--- config.mk ---
export PLATFORM = sky130hd
export DESIGN_NAME = id_ex_hazard_forward
export DESIGN_NICKNAME = d
export VERILOG_FILES = /design/src/rtl/id_ex_hazard_forward.sv
export SDC_FILE = /design/constraint.sdc
export NUM_CORES = 1
export LEC_CHECK = 0
export CAP_MARGIN = 30
export CORE_ASPECT_RATIO = 0.9
export CORE_MARGIN = 2
export CORE_UTILIZATION = 40
export DETAILED_ROUTE_END_ITERATION = 12
export PLACE_DENSITY = 0.88
export SLEW_MARGIN = 0
export SYNTH_ARGS = -nofsm -noshare
export SYNTH_HDL_FRONTEND = slang
export SYNTH_SLANG_ARGS = --single-unit
export TNS_END_PERCENT = 100
--- constraint.sdc ---
create_clock -name clk -period 5 [get_ports clk]
set_input_delay 1 -clock clk [delete_from_list [all_inputs] [get_ports clk]]
set_output_delay 1 -clock clk [all_outputs]
set_load 0.02 [all_outputs]
--- src/rtl/id_ex_hazard_forward.sv ---
// ID/EX pipeline register with EX operand forwarding selects, load-use stall
// detection and a saturating stall counter.
module id_ex_hazard_forward #(
    parameter int N     = 32,
    parameter int CNT_W = 16
) (
    input  logic             clk,
    input  logic             rst_n,
    input  logic             flush,
    input  logic             id_valid,
    input  logic [4:0]       id_rs1,
    input  logic [4:0]       id_rs2,
    input  logic [4:0]       id_rd,
    input  logic             id_uses_rs1,
    input  logic             id_uses_rs2,
    input  logic             id_reg_write,
    input  logic             id_mem_read,
    input  logic [N-1:0]     id_rs1_data,
    input  logic [N-1:0]     id_rs2_data,
    input  logic [4:0]       exmem_rd,
    input  logic             exmem_reg_write,
    input  logic [4:0]       memwb_rd,
    input  logic             memwb_reg_write,
    input  logic [N-1:0]     memwb_data,
    output logic             stall,
    output logic             ex_valid,
    output logic [4:0]       ex_rs1,
    output logic [4:0]       ex_rs2,
    output logic [4:0]       ex_rd,
    output logic             ex_reg_write,
    output logic             ex_mem_read,
    output logic [N-1:0]     ex_rs1_data,
    output logic [N-1:0]     ex_rs2_data,
    output logic [1:0]       fwd_a_sel,
    output logic [1:0]       fwd_b_sel,
    output logic [CNT_W-1:0] stall_count
);

    logic             ex_valid_q, ex_valid_d;
    logic [4:0]       ex_rs1_q, ex_rs1_d;
    logic [4:0]       ex_rs2_q, ex_rs2_d;
    logic [4:0]       ex_rd_q, ex_rd_d;
    logic             ex_reg_write_q, ex_reg_write_d;
    logic             ex_mem_read_q, ex_mem_read_d;
    logic [N-1:0]     ex_rs1_data_q, ex_rs1_data_d;
    logic [N-1:0]     ex_rs2_data_q, ex_rs2_data_d;
    logic [CNT_W-1:0] stall_count_q, stall_count_d;

    logic hit_rs1, hit_rs2, byp_rs1, byp_rs2;

    always_comb begin
        hit_rs1 = id_uses_rs1 && (id_rs1 == ex_rd_q);
        hit_rs2 = id_uses_rs2 && (id_rs2 == ex_rd_q);
        stall   = id_valid && ex_valid_q && ex_mem_read_q && (ex_rd_q != 5'd0)
                  && (hit_rs1 || hit_rs2);
        // Same-cycle register-file write/read: take the value being written back.
        byp_rs1 = memwb_reg_write && (memwb_rd != 5'd0) && (memwb_rd == id_rs1);
        byp_rs2 = memwb_reg_write && (memwb_rd != 5'd0) && (memwb_rd == id_rs2);
    end

    always_comb begin
        ex_valid_d     = id_valid;
        ex_rs1_d       = id_rs1;
        ex_rs2_d       = id_rs2;
        ex_rd_d        = id_rd;
        ex_reg_write_d = id_reg_write && id_valid;
        ex_mem_read_d  = id_mem_read && id_valid;
        ex_rs1_data_d  = byp_rs1 ? memwb_data : id_rs1_data;
        ex_rs2_data_d  = byp_rs2 ? memwb_data : id_rs2_data;
        if (flush || stall) begin
            ex_valid_d     = 1'b0;
            ex_rs1_d       = 5'd0;
            ex_rs2_d       = 5'd0;
            ex_rd_d        = 5'd0;
            ex_reg_write_d = 1'b0;
            ex_mem_read_d  = 1'b0;
            ex_rs1_data_d  = '0;
            ex_rs2_data_d  = '0;
        end
        stall_count_d = stall_count_q;
        if (stall && (stall_count_q != {CNT_W{1'b1}})) begin
            stall_count_d = stall_count_q + 1'b1;
        end
    end

    always_ff @(posedge clk) begin
        if (!rst_n) begin
            ex_valid_q     <= 1'b0;
            ex_rs1_q       <= 5'd0;
            ex_rs2_q       <= 5'd0;
            ex_rd_q        <= 5'd0;
            ex_reg_write_q <= 1'b0;
            ex_mem_read_q  <= 1'b0;
            ex_rs1_data_q  <= '0;
            ex_rs2_data_q  <= '0;
            stall_count_q  <= '0;
        end else begin
            ex_valid_q     <= ex_valid_d;
            ex_rs1_q       <= ex_rs1_d;
            ex_rs2_q       <= ex_rs2_d;
            ex_rd_q        <= ex_rd_d;
            ex_reg_write_q <= ex_reg_write_d;
            ex_mem_read_q  <= ex_mem_read_d;
            ex_rs1_data_q  <= ex_rs1_data_d;
            ex_rs2_data_q  <= ex_rs2_data_d;
            stall_count_q  <= stall_count_d;
        end
    end

    // EX/MEM wins over MEM/WB because it carries the younger result.
    always_comb begin
        fwd_a_sel = 2'b00;
        fwd_b_sel = 2'b00;
        if (ex_valid_q) begin
            if (exmem_reg_write && (exmem_rd != 5'd0) && (exmem_rd == ex_rs1_q)) begin
                fwd_a_sel = 2'b01;
            end else if (memwb_reg_write && (memwb_rd != 5'd0) && (memwb_rd == ex_rs1_q)) begin
                fwd_a_sel = 2'b10;
            end
            if (exmem_reg_write && (exmem_rd != 5'd0) && (exmem_rd == ex_rs2_q)) begin
                fwd_b_sel = 2'b01;
            end else if (memwb_reg_write && (memwb_rd != 5'd0) && (memwb_rd == ex_rs2_q)) begin
                fwd_b_sel = 2'b10;
            end
        end
    end

    assign ex_valid     = ex_valid_q;
    assign ex_rs1       = ex_rs1_q;
    assign ex_rs2       = ex_rs2_q;
    assign ex_rd        = ex_rd_q;
    assign ex_reg_write = ex_reg_write_q;
    assign ex_mem_read  = ex_mem_read_q;
    assign ex_rs1_data  = ex_rs1_data_q;
    assign ex_rs2_data  = ex_rs2_data_q;
    assign stall_count  = stall_count_q;

endmodule

After elaboration in Yosys (flattened, before gate mapping)
Index checks and enable logic that the tools add are counted.
{"block": "word_totals", "in_bits": 131, "output_inout_bits": 103, "register_bits": 98, "word_cells": 51}
{"block": "op_classes", "eq_ne": 9, "n_mux": 8, "add_sub_neg": 1, "n_bitwise": 1, "n_reduce_logical": 23}
{"cell": "$mux W32", "count": 2}
{"cell": "$eq A5 B5 Y1", "count": 8}
{"cell": "$logic_and A1 B1 Y1", "count": 17}
{"cell": "$add A16 B1 Y16 const B", "count": 1}
{"cell": "$ne A16 B16 Y1 const B", "count": 1}
{"cell": "$reduce_bool A5 Y1", "count": 3}
{"cell": "$mux W2", "count": 6}
{"cell": "$logic_or A1 B1 Y1", "count": 2}
{"cell": "$reduce_or A2 Y1", "count": 1}
{"cell": "$not A1 Y1", "count": 1}

Longest topological paths before layout
{"block": "depth", "ltp_word": 6, "ltp_mapped": 7, "depth_no_buf": 6}

Worst setup path after synthesis
Ideal clock, no wire load.
{"block": "synth_timing", "path_kind": "in2out", "startpoint": "input exmem_rd[1]", "endpoint": "output fwd_a_sel[1]", "t_required_ns": 4.000, "path_slack_ns": 1.700, "t_arrival_ns": 2.300, "path_buffers": 0, "stages": 4, "path_cell_list": "or4_1 o21ai_0 nor4_1 nor3_1"}
{"block": "synth_via", "elab_chain_len": 5, "word_cells_on_any_way": 6, "cone_classes": "eq/ne: 1; mux: 2; reduce/logical: 3"}
{"element": "start: declaration", "line": "20", "source": "input logic [4:0] exmem_rd,"}
{"element": "$reduce_bool A5 Y1", "line": "115", "source": "if (exmem_reg_write && (exmem_rd != 5'd0) && (exmem_rd == ex_rs1_q)) begin"}
{"element": "$logic_and A1 B1 Y1", "line": "115"}
{"element": "$logic_and A1 B1 Y1 *", "line": "115"}
{"element": "$mux W2 *", "line": "115"}
{"element": "$mux W2 *", "line": "114", "source": "if (ex_valid_q) begin"}
{"element": "end: declaration", "line": "34", "source": "output logic [1:0] fwd_a_sel,"}
Mark *: on every way between the ends. The rest lies on a longest branch, timed or not.

Worst setup path after layout
Ends and elaborated chain as after synthesis.

==> impl_metrics.env <==
export IMPL_outcome="completed"
export IMPL_synth_area_leaders="dfxtp_1, mux2i_1, nor2_1"
export IMPL_clock_sinks=98
export IMPL_cp_max_fo=3
export IMPL_coreArea_um2=10100
export IMPL_initial_core_util_pct=40.8
export IMPL_cap_violations=0
export IMPL_die_y_um=100
export IMPL_yosysMostFrequentCell="dfxtp_1"
export IMPL_final_util_pct=67.7
export IMPL_slew_violations=0
export IMPL_worst_pin_slew_ns=0.922
export IMPL_synthFlopType="dfxtp_1"
export IMPL_cp_arrival_ns=3.22
export IMPL_period_minus_slack_ns=4.22
export IMPL_port_buffers=233
export IMPL_grt_pass1_wl_um=20500
export IMPL_fin_nets=794
export IMPL_yosys_warnings=0
export IMPL_critical_path_startpoint_type="input port"
export IMPL_cts_setup_buffers=0
export IMPL_avgSynthCellArea_um2=9.43
export IMPL_drive_gt1_share_pct=3.90
export IMPL_wl_per_cell_um=16.2
export IMPL_htreeDepth=3
export IMPL_power_density_nw_per_um2=259
export IMPL_placed_area_um2=6570
export IMPL_die_w_um=111
export IMPL_p_leak_nw=2.45
export IMPL_fin_area_um2=6850
export IMPL_slew_headroom_pct=38.1
export IMPL_rows=35
export IMPL_root_buffer="clkbuf_16"
export IMPL_grt_total_usage_pct=22.8
export IMPL_place_gp_congestion=0.869
export IMPL_ys_top_cells_by_count="dfxtp_1, nor2_1, mux2i_1"
export IMPL_vias=4007
export IMPL_syn_num_nets=569
export IMPL_fill_cells=775
export IMPL_crit_type="input port to primary output"
export IMPL_ir_drop_uv=192
export IMPL_synth_cells=437
export IMPL_synth_edff_count=0
export IMPL_dieArea_um2=11100
export IMPL_yosysTopAreaCell="dfxtp_1"
export IMPL_hold_ws_ns=0.512
export IMPL_antenna_left=0
export IMPL_routed_via_density=5.03
export IMPL_setup_viol_count_final=0
export IMPL_cts_made_buffers=9
export IMPL_antenna_found_initial=0
export IMPL_cts_resized_gates=0
export IMPL_synth_area_um2=4120
export IMPL_async_flop_share_pct=0
export IMPL_worst_setup_path_end_kind="primary output"
export IMPL_max_freq_mhz=237
export IMPL_finalHoldViolations=0
export IMPL_grt_pass1_vias=4087
export IMPL_cp_required_ns=4.00
export IMPL_ys_seq_area_share_pct=47.6
export IMPL_tns_ns=0
export IMPL_tritoncts="done"
export IMPL_drt_iter0_markers=109
export IMPL_ys_ff_latch=98
export IMPL_rsz0062_at_grt="no"
export IMPL_drt_total_wl_um=12900
export IMPL_grt_start_max_net_pins=43
export IMPL_synthDistinctLibCells=32
export IMPL_clock_latency_ns=0.32
export IMPL_synthToLayoutAreaGrowth_pct=66.2
export IMPL_fin_worst_skew_ns=0.00855
export IMPL_antennaDiodeCount=0
export IMPL_yosysTopAreaCellShare_pct=47.6
export IMPL_cts_hold_buf=0
export IMPL_grt_ovfl_total=0
export IMPL_io_pins=234
export IMPL_cts_path_max_buffers=2
export IMPL_path_clk_slew_ns=0.07
export IMPL_worstHoldPathType="register to register"
export IMPL_drc=0
export IMPL_hpwlAfterDp_um=10100
export IMPL_period_share_pct=84.4
export IMPL_firstDrtPassIters=4
==> critical path: stages <==
cell	delay (ns)
clkdlybuf4s50_1	0.47
or4_1	0.52
o21ai_0	0.23
nor4_1	0.11
nor3_1	0.24
clkdlybuf4s50_1	0.65
==> cells by family (layout without fill, tap and decap cells) <==
kind of cell	Yosys count	count (layout)	synth area share, %
and+or+nand+nor	151	151	17.5
xor gates and xnor gates	40	40	8.50
muxes	66	66	16.0
DFF	98	98	47.6
AOI/OAI and AO/OA	35	35	5.28
adders and majority gates	1	1	0.303
buffers and inverters	46	276	4.80
==> placed cells by master, fill, tap and decap left out, drive strengths merged, types with 2 or more instances in the layout <==
cell | Yosys | routed
clkdlybuf4s50 | 0 | 233
dfxtp | 98 | 98
nor2 | 87 | 87
mux2i | 66 | 66
xor2 | 22 | 22
inv | 22 | 22
xnor2 | 18 | 18
nand3 | 14 | 14
a21oi | 14 | 14
or4 | 13 | 13
clkbuf | 10 | 13
o31ai | 11 | 11
nand2 | 10 | 10
nor4 | 7 | 7
o21ai | 7 | 7
nor3 | 6 | 6
and2 | 5 | 5
buf | 14 | 5
nand4 | 3 | 3
and4 | 2 | 2
clkinvlp | 0 | 2
==> through the flow <==
step / setup slack, ns / cells / power, mW
floorplan: 1.70 / 437 / 0.955
global placement: 0.825 / 780 / 1.13
detailed placement: 0.759 / 780 / 1.14
CTS: 0.751 / 796 / 1.79
global route: 0.645 / 796 / 1.85
finish: 0.779 / 796 / 1.77
==> sequential cells by signal, indices dropped and copies added (netlist names) <==
register / count
ex_valid: 1
ex_rs1: 5
ex_mem_read: 1
ex_rs2: 5
ex_rd: 5
stall_count: 16
ex_rs1_data: 32
ex_rs2_data: 32
ex_reg_write: 1
==> where the power goes <==
group / internal (mW) / switching (mW)
registers: 0.808 / 0.0134
clock network: 0.366 / 0.285
logic: 0.174 / 0.127
==> final timing paths <==
path                                     start                           end  slack, ns  depth (start not counted)
setup reg to reg           ex_rd[2]$_SDFF_PP0_     ex_rs1_data[7]$_SDFF_PP0_       2.74                          7
hold / removal    stall_count[14]$_SDFFE_PN0P_  stall_count[14]$_SDFFE_PN0P_       0.51                          2
hold reg to reg   stall_count[14]$_SDFFE_PN0P_  stall_count[14]$_SDFFE_PN0P_       0.51                          2
setup / recovery                   exmem_rd[1]                  fwd_a_sel[1]       0.78                          6
==> layer usage <==
layer,track usage (%),share of wire (%),wire [µm],vias to the layer above
met5,0,0,0,-
met4,5.98,1.4,187,0
met3,8.45,8.4,1090,18
met2,42.0,51,6650,177
met1,25.0,39,5000,1887
li1,-,-,-,1925
==> final cells by class <==
cell class | instances | area, µm² | area share, %
inverters | 22 | 82.6 | 1.21
multi-input cells | 293 | 1990 | 29.1
flip-flops and latches | 98 | 1960 | 28.6
well taps | 129 | 161 | 2.36
clock inverters | 3 | 23.8 | 0.347
clock buffers | 13 | 260 | 3.80
repair buffers | 238 | 2370 | 34.6
Note: power is estimated with default switching activity, not from simulation.
